`src/rtl/dac_direct_pkg.sv`:
```
// Shared types and widths for the direct-mode DAC sample path.
// Words are 128-bit RTO outputs, beats are 256-bit RFDC transfers.
package dac_direct_pkg;
  localparam int SAMPLE_W = 16;
  localparam int HALF_W   = 128;
  localparam int BEAT_W   = 256;
  localparam int UCNT_W   = 16;

  typedef logic [BEAT_W-1:0] beat_t;
endpackage

```
`src/rtl/direct_beat_fifo.sv`:
```
// Synchronous beat FIFO with a combinational head read.
// A push into a full FIFO is taken only when a pop frees a slot.
module direct_beat_fifo
  import dac_direct_pkg::*;
#(
  parameter  int FIFO_DEPTH = 16,
  localparam int AW         = $clog2(FIFO_DEPTH),
  localparam int LW         = AW + 1
) (
  input  logic          clk,
  input  logic          reset,
  input  logic          clear,
  input  logic          push,
  input  logic          pop,
  input  beat_t         din,
  output beat_t         dout,
  output logic [LW-1:0] level,
  output logic          full,
  output logic          empty
);

  beat_t         mem [FIFO_DEPTH];
  logic [AW-1:0] wr_ptr;
  logic [AW-1:0] rd_ptr;
  logic          do_push;
  logic          do_pop;

  assign full    = (level == LW'(FIFO_DEPTH));
  assign empty   = (level == '0);
  assign do_pop  = pop & ~empty;
  assign do_push = push & (~full | do_pop);
  assign dout    = mem[rd_ptr];

  // Pointer and occupancy bookkeeping; clear empties the queue.
  always_ff @(posedge clk) begin
    if (reset || clear) begin
      wr_ptr <= '0;
      rd_ptr <= '0;
      level  <= '0;
    end else begin
      if (do_push) wr_ptr <= wr_ptr + 1'b1;
      if (do_pop)  rd_ptr <= rd_ptr + 1'b1;
      level <= level + LW'(do_push) - LW'(do_pop);
    end
  end

  // Storage array, written only on an accepted push.
  always_ff @(posedge clk) begin
    if (do_push) mem[wr_ptr] <= din;
  end

endmodule

```
`src/rtl/dac_direct_streamer.sv`:
```
// Direct-mode DAC streamer: packs RTO word pairs into RFDC beats,
// buffers them and tracks overflow/underrun conditions.
module dac_direct_streamer
  import dac_direct_pkg::*;
#(
  parameter  int AXIS_DATA_WIDTH = 256,
  parameter  int FIFO_DEPTH      = 16,
  parameter  bit HOLD_LAST       = 1'b0,
  localparam int LW              = $clog2(FIFO_DEPTH) + 1
) (
  input  logic                       clk,
  input  logic                       reset,
  input  logic                       enable,
  input  logic                       flush,
  input  logic                       counter_matched,
  input  logic [HALF_W-1:0]          rto_in,
  output logic [AXIS_DATA_WIDTH-1:0] m_axis_tdata,
  output logic                       m_axis_tvalid,
  input  logic                       m_axis_tready,
  output logic                       half_pending,
  output logic [LW-1:0]              fifo_level,
  output logic                       overflow_error,
  output logic                       underrun_error,
  output logic [UCNT_W-1:0]          underrun_count
);

  if (AXIS_DATA_WIDTH != BEAT_W || FIFO_DEPTH < 4) begin : g_bad_cfg
    $error("dac_direct_streamer: unsupported width or depth");
  end

  logic              half_q;
  logic [HALF_W-1:0] low_q;
  logic              out_valid_q;
  beat_t             out_data_q;
  logic              started_q;

  logic              accept;
  logic              beat_done;
  logic              load;
  logic              consume;
  logic              drop;
  logic              underrun;
  beat_t             fifo_dout;
  logic              fifo_full;
  logic              fifo_empty;

  assign accept    = counter_matched & enable & ~flush;
  assign beat_done = accept & half_q;
  assign consume   = out_valid_q & enable & m_axis_tready;
  assign load      = enable & ~fifo_empty
                   & (~out_valid_q | m_axis_tready);
  assign drop      = beat_done & fifo_full & ~load;
  assign underrun  = enable & started_q & m_axis_tready
                   & ~out_valid_q;

  direct_beat_fifo #(
    .FIFO_DEPTH (FIFO_DEPTH)
  ) u_fifo (
    .clk   (clk),
    .reset (reset),
    .clear (flush),
    .push  (beat_done),
    .pop   (load),
    .din   ({rto_in, low_q}),
    .dout  (fifo_dout),
    .level (fifo_level),
    .full  (fifo_full),
    .empty (fifo_empty)
  );

  // Half pointer and low-half capture for beat packing.
  always_ff @(posedge clk) begin
    if (reset || flush) begin
      half_q <= 1'b0;
      low_q  <= '0;
    end else if (accept) begin
      if (!half_q) low_q <= rto_in;
      half_q <= ~half_q;
    end
  end

  // Output register; data is kept after consumption for hold-last.
  always_ff @(posedge clk) begin
    if (reset || flush) begin
      out_valid_q <= 1'b0;
      out_data_q  <= '0;
    end else if (load) begin
      out_valid_q <= 1'b1;
      out_data_q  <= fifo_dout;
    end else if (consume) begin
      out_valid_q <= 1'b0;
    end
  end

  // Underruns only count once the stream has actually begun.
  always_ff @(posedge clk) begin
    if (reset || flush) started_q <= 1'b0;
    else if (consume)   started_q <= 1'b1;
  end

  // Sticky error flags and saturating starvation counter.
  always_ff @(posedge clk) begin
    if (reset) begin
      overflow_error <= 1'b0;
      underrun_error <= 1'b0;
      underrun_count <= '0;
    end else begin
      if (drop) overflow_error <= 1'b1;
      if (underrun) begin
        underrun_error <= 1'b1;
        if (underrun_count != '1)
          underrun_count <= underrun_count + 1'b1;
      end
    end
  end

  assign m_axis_tdata  = out_data_q;
  assign m_axis_tvalid = enable
                       & (out_valid_q | (HOLD_LAST & started_q));
  assign half_pending  = half_q;

endmodule

```
`config.mk`:
```
export PLATFORM = sky130hd
export DESIGN_NAME = dac_direct_streamer
export DESIGN_NICKNAME = d
export VERILOG_FILES = /design/src/rtl/dac_direct_pkg.sv /design/src/rtl/direct_beat_fifo.sv /design/src/rtl/dac_direct_streamer.sv
export SDC_FILE = /design/constraint.sdc
export NUM_CORES = 2
export LEC_CHECK = 0
export ABC_AREA = 0
export CORE_UTILIZATION = 50
export DETAILED_ROUTE_END_ITERATION = 10
export DONT_BUFFER_PORTS = 1
export PLACE_DENSITY_LB_ADDON = 0.25
export SETUP_SLACK_MARGIN = 0.4
export SKIP_LAST_GASP = 1
export SLEW_MARGIN = 20
export SYNTH_ARGS = -nofsm -noshare
export SYNTH_HDL_FRONTEND = slang
export SYNTH_SLANG_ARGS = --single-unit
```
`constraint.sdc`:
```
create_clock -name clk -period 9.95 [get_ports clk]
set_clock_uncertainty 0.1 [all_clocks]
set_input_delay 1.4925 -clock clk [delete_from_list [all_inputs] [get_ports clk]]
set_output_delay 1.4925 -clock clk [all_outputs]
set_load 0.02 [all_outputs]
```
# Word-level counts from Yosys, hierarchy flattened
# Memories as Yosys holds them, arrays and structs flattened. A register that Yosys moved wholly into a read port is not among the register bits.
# Index checks and enable logic that the tools add are counted.
# totals
ff_bits	162
ramBits	4096
in_bits	134
out_inout_bits	281
wordCells	49
memories	1
# op_classes
addsub	5
n_eq_ne	2
muxes	4
n_bitwise	22
reduce_logical	5
# mem_list
name	depth	word_bits	read_ports	rd_clocked_by_memory_dff	write_ports	line_no	rtl
u_fifo.mem	16	256	1	1	1	direct_beat_fifo.sv:22	beat_t mem [FIFO_DEPTH];
# ops
operator	count
adder 16 x 1 -> 16 bit, second input constant	1
!= test 16 bit, second input constant	1
AND 1 bit	14
adder 4 x 1 -> 4 bit, second input constant	2
NOT 1 bit	6
adder 5 x 1 -> 5 bit	1
== test 5 bit, second input constant	1
logical NOT 5 bit	1
subtractor 5 x 1 -> 5 bit	1
2-to-1 mux 1 bit	4
AND reduction 2 bit	2
bitwise OR 1 bit	2
nonzero test 2 bit	1
logical OR 1 bit	1

# Logic depth before layout (Yosys ltp)
# logic_depth
ltp_word	9
depth_mapped	16
mapped_depth_nobuf	13

# Cells and area by module
# From an unflattened synthesis, not the netlist that was laid out.
# unflattened
cells_unflattened	8413
area_unflattened_um2	168183.8
# by_module_without_submodules
module	instances	cells_each	area_each_um2
direct_beat_fifo	1	6625	154192.9
dac_direct_streamer	1	1788	13990.9

# Least setup slack after synthesis
# No wires, ideal clock.
# synth_path
kind	in2reg
from	input port enable
to	memory u_fifo.mem[11][0] (netlist bit), enable pin
setup_time_ns	0.651
arrival_time_ns	8.315
setup_slack_ns	0.884
path_stages	5
cell_sequence	buf_2 -> nand4b_1 -> nor2_1 -> clkbuf_1 -> and3_1
# synth_via
elab_chain_len	7
# synth_lines
item	line_no	rtl
start, declared	dac_direct_streamer.sv:13	input logic enable,
AND 1 bit	dac_direct_streamer.sv:50	assign load = enable & ~fifo_empty
AND 1 bit	dac_direct_streamer.sv:51	& (~out_valid_q | m_axis_tready);
AND 1 bit	direct_beat_fifo.sv:30	assign do_pop = pop & ~empty;
bitwise OR 1 bit	direct_beat_fifo.sv:31	assign do_push = push & (~full | do_pop);
AND 1 bit (*)	direct_beat_fifo.sv:31	
2-to-1 mux 1 bit (*)	direct_beat_fifo.sv:49	if (do_push) mem[wr_ptr] <= din;
2-to-1 mux 1 bit (not written as such) (*)	direct_beat_fifo.sv:49	
end, declared	direct_beat_fifo.sv:22	
# Every way passes the cells marked *; elsewhere a longest branch is shown, timed or not.

# Worst setup path after layout
# layout_path
from	register u_fifo.level[2]
to	memory u_fifo.mem[11][122] (netlist bit), enable pin
# layout_via
elab_chain_len	9
# layout_lines
item	line_no	rtl
start, declared	direct_beat_fifo.sv:17	output logic [LW-1:0] level,
start signal, assigned	direct_beat_fifo.sv:43	level <= level + LW'(do_push) - LW'(do_pop);
logical NOT 5 bit	direct_beat_fifo.sv:29	assign empty = (level == '0);
NOT 1 bit	direct_beat_fifo.sv:30, dac_direct_streamer.sv:50	
AND 1 bit	dac_direct_streamer.sv:50	
AND 1 bit	dac_direct_streamer.sv:51	
AND 1 bit	direct_beat_fifo.sv:30	
bitwise OR 1 bit (*)	direct_beat_fifo.sv:31	
AND 1 bit (*)	direct_beat_fifo.sv:31	
2-to-1 mux 1 bit (*)	direct_beat_fifo.sv:49	
2-to-1 mux 1 bit (not written as such) (*)	direct_beat_fifo.sv:49	
# Marked as above.

==> metrics.md <==
| Metric | Value |
|---|---|
| Status | `finished clean` |
| Slew @ Worst Pin | `1150 ps` |
| Root Buffer | `clkbuf_16` |
| Starting density of the core | `0.503` |
| Vias | `80633` |
| Initial antenna violation count | `19` |
| Worst setup path class | `register to register` |
| RePlAce Congestion | `0.780` |
| Die Span Y | `582 um` |
| Yosys cell types | `59` |
| Area leader, netlist | `edfxtp_1` |
| Layout area overhead | `11.8%` |
| Hold_buf cts | `0` |
| Post-synth EDFFs | `4096` |
| Setup ws final | `4900 ps` |
| Post-DP Area | `0.173 mm2` |
| Synth Register Bits | `4514` |
| RSZ-0062 raised after global routing | `false` |
| Share of the synthesized area in the top cell type | `0.732` |
| Postcts setup bufs | `0` |
| Worst path cell trace | `inv_1, ha_1, nor3b_1, o211a_1, nor2_1, and3_4, buf_12, buf_4` |
| Worst EP arrival | `5510 ps` |
| Pre-CTS WS | `4330 ps` |
| CTS buffer count | `447` |
| Max incr delay on CP | `940 ps` |
| Hold Crit Class | `register to register` |
| Req. time, crit path | `10410 ps` |
| Row count | `212` |
| Ys Warns | `0` |
| # port buffers | `0` |
| Routed wire length | `427000 um` |
| Setup violators final | `0` |
| Final hold violations | `0` |
| Fin nets | `8038` |
| Max Fclk | `198 MHz` |
| GRT Total Usage | `0.250` |
| DRC | `0` |
| Power Dens Cells | `217 mW/mm2` |
| Largest net degree at the start of global routing | `141` |
| Fillcell total | `24229` |
| Worst R2R Start | `u_fifo.level[2]` |
| Peak supply drop | `0.182 mV` |
| Crit-path leading delay family | `simple AND/OR/NAND/NOR gates` |
| Crit path max fanout | `99` |
| IO Count | `415` |
| Chip width | `582 um` |
| Clock Sinks | `4514` |
| Pins Over Slew Limit | `0` |
| Most frequent cells in the layout | `edfxtp_1, mux4_2, clkbuf_16` |
| Syn nets | `7923` |
| Synthesized area | `0.168 mm2` |
| Startpoint Class | `register` |
| Worst rel slew slack | `0.231` |
| Worst R2R Path Depth | `8` |
| Max-cap viol count | `0` |
| Via/cell ratio | `6.36` |
| Area contributors post-synth | `edfxtp_1, mux4_2, dfxtp_1, mux2i_1, o22ai_1` |
| Total iterations of the first detailed-routing run | `7` |
| Routed len/inst | `33.7 um` |
| First-pass GRT wire length | `608000 um` |
| Final ANT Viol Nets | `0` |
| Design area | `0.188 mm2` |
| Worst Setup SP | `u_fifo.level[2]` |
| Commonest non-fill, non-tap cell in the layout | `edfxtp_1` |
| GRT overflow | `0` |
| Critical path's slowest cell | `and3_4` |
| # H-tree levels | `5` |
| CTS max path bufs | `4` |
| Die ar. | `0.338 mm2` |
| DPL Wire Length | `228000 um` |
| Syn Inst Count | `7776` |
| Utilization after layout | `0.562` |
| Min Clock Period, post-route | `5050 ps` |
| Vias in the first global route | `82381` |
| First-iteration detailed-routing DRC count | `8421` |
| Final setup TNS | `0 ps` |
| Syn_area_per_cell | `21.6 um2` |
| Leakage | `59.0 nW` |
| Cts repair resizes | `0` |
| CP bufs+invs | `3` |
| Worst skew pair latency | `990 ps` |
| Sequential share of the synthesized area | `0.782` |
| Post-synth ARST share | `0` |
| Hold Path Depth | `2` |
| Levels on crit path | `8` |
| Clock slew at reported path FFs | `60 ps` |
| Hold Crit Start | `started_q` |
| Most used DFF post-synth | `edfxtp_1` |
| Tcrit/Tclk final | `0.507` |
| Layout cell share with drive strength beyond 1 | `0.234` |
| CTS tree | `done` |
| Worst setup EP type | `register` |
| CORE AREA | `0.334 mm2` |
-- sequential cells by signal, summed over array words and instances (netlist names), 4 cells and up --
name	count
u_fifo.level	5
u_fifo.mem	4096
underrun_count	16
u_fifo.wr_ptr	4
m_axis_tdata	256
low_q	128
u_fifo.rd_ptr	4
-- metrics by stage --
stage,instances,power [W],hold WS [ps]
detailed placement,11829,0.0240,358
CTS,12675,0.0410,372
global placement,11829,0.0240,351
floorplan,7776,0.0232,330
finish,12680,0.0407,379
global route,12678,0.0418,403
-- final cells by class --
cell class / count / area (um2) / share of cell area
clock buffers: 640 / 12700 / 0.0677
flip-flops and latches: 4514 / 131000 / 0.700
inverters: 15 / 63.8 / 0.000340
clock inverters: 206 / 2350 / 0.0125
repair buffers: 131 / 1500 / 0.00799
diodes: 5 / 12.5 / 0.0000666
multi-input cells: 2782 / 34300 / 0.183
well taps: 4387 / 5490 / 0.0292
-- cells in the mapped netlist (5+ instances only) --
cell type / number
clkbuf_1: 142
mux2i_1: 293
clkbuf_2: 8
a31o_2: 89
nand3_1: 8
o31ai_1: 7
mux4_2: 996
a31oi_1: 28
a22oi_1: 29
or4_1: 6
o21ai_0: 143
o22ai_1: 255
and3_1: 13
nor2_1: 21
a211oi_1: 111
nor3_2: 8
nor3_1: 104
buf_1: 31
and2_1: 6
ha_1: 12
a31o_1: 29
inv_1: 14
and4_1: 6
nand2_1: 270
or3_1: 5
buf_6: 12
nand4_1: 10
buf_2: 211
a21oi_1: 174
nor2b_1: 117
o41ai_1: 5
buf_4: 58
dfxtp_1: 418
edfxtp_1: 4096
-- path summary, 6_finish.rpt --
check / endpoint / slack [ps]
setup reg to reg: u_fifo.mem[11][122] / 4900
hold / removal: started_q / 380
hold reg to reg: started_q / 380
setup / recovery: u_fifo.mem[11][122] / 4900
-- per-layer routing --
layer,up-vias,part of all wire,global-route usage,wire length [um]
li1,32818,-,-,-
met1,43914,0.40,0.343,171000
met2,3336,0.49,0.415,211000
met3,557,0.081,0.0525,34500
met4,8,0.023,0.0582,10000
met5,-,0.00013,0,54
-- power breakdown --
group          internal [W]  switching [W]  total [W]
clock               0.00997        0.00713     0.0171
combinational      0.000941        0.00134    0.00228
sequential           0.0207       0.000557     0.0213
total                0.0316        0.00903     0.0407
-- worst register-to-register path, delay by kind of cell (launching register included) --
family	cells	cell delay [ps]
buffers and inverters	3	1640
AO/OA/AOI/OAI	1	230
AND/OR/NAND/NOR	3	1940
flip-flops	1	480
adder cells (fa/ha/maj)	1	220
-- cells by family (layout without fill, tap and decap cells) --
family | Yosys count | in the layout | share of synthesized area
buffers and inverters | 480 | 992 | 0.0143
multiplexers | 1292 | 1292 | 0.151
other | 0 | 5 | 0
XOR/XNOR | 7 | 7 | 0.000365
flip-flops | 4514 | 4514 | 0.782
AO/OA/AOI/OAI | 881 | 881 | 0.0335
AND/OR/NAND/NOR | 589 | 589 | 0.0173
adder cells (fa/ha/maj) | 13 | 13 | 0.00101
(Power assumes the default switching activity.)
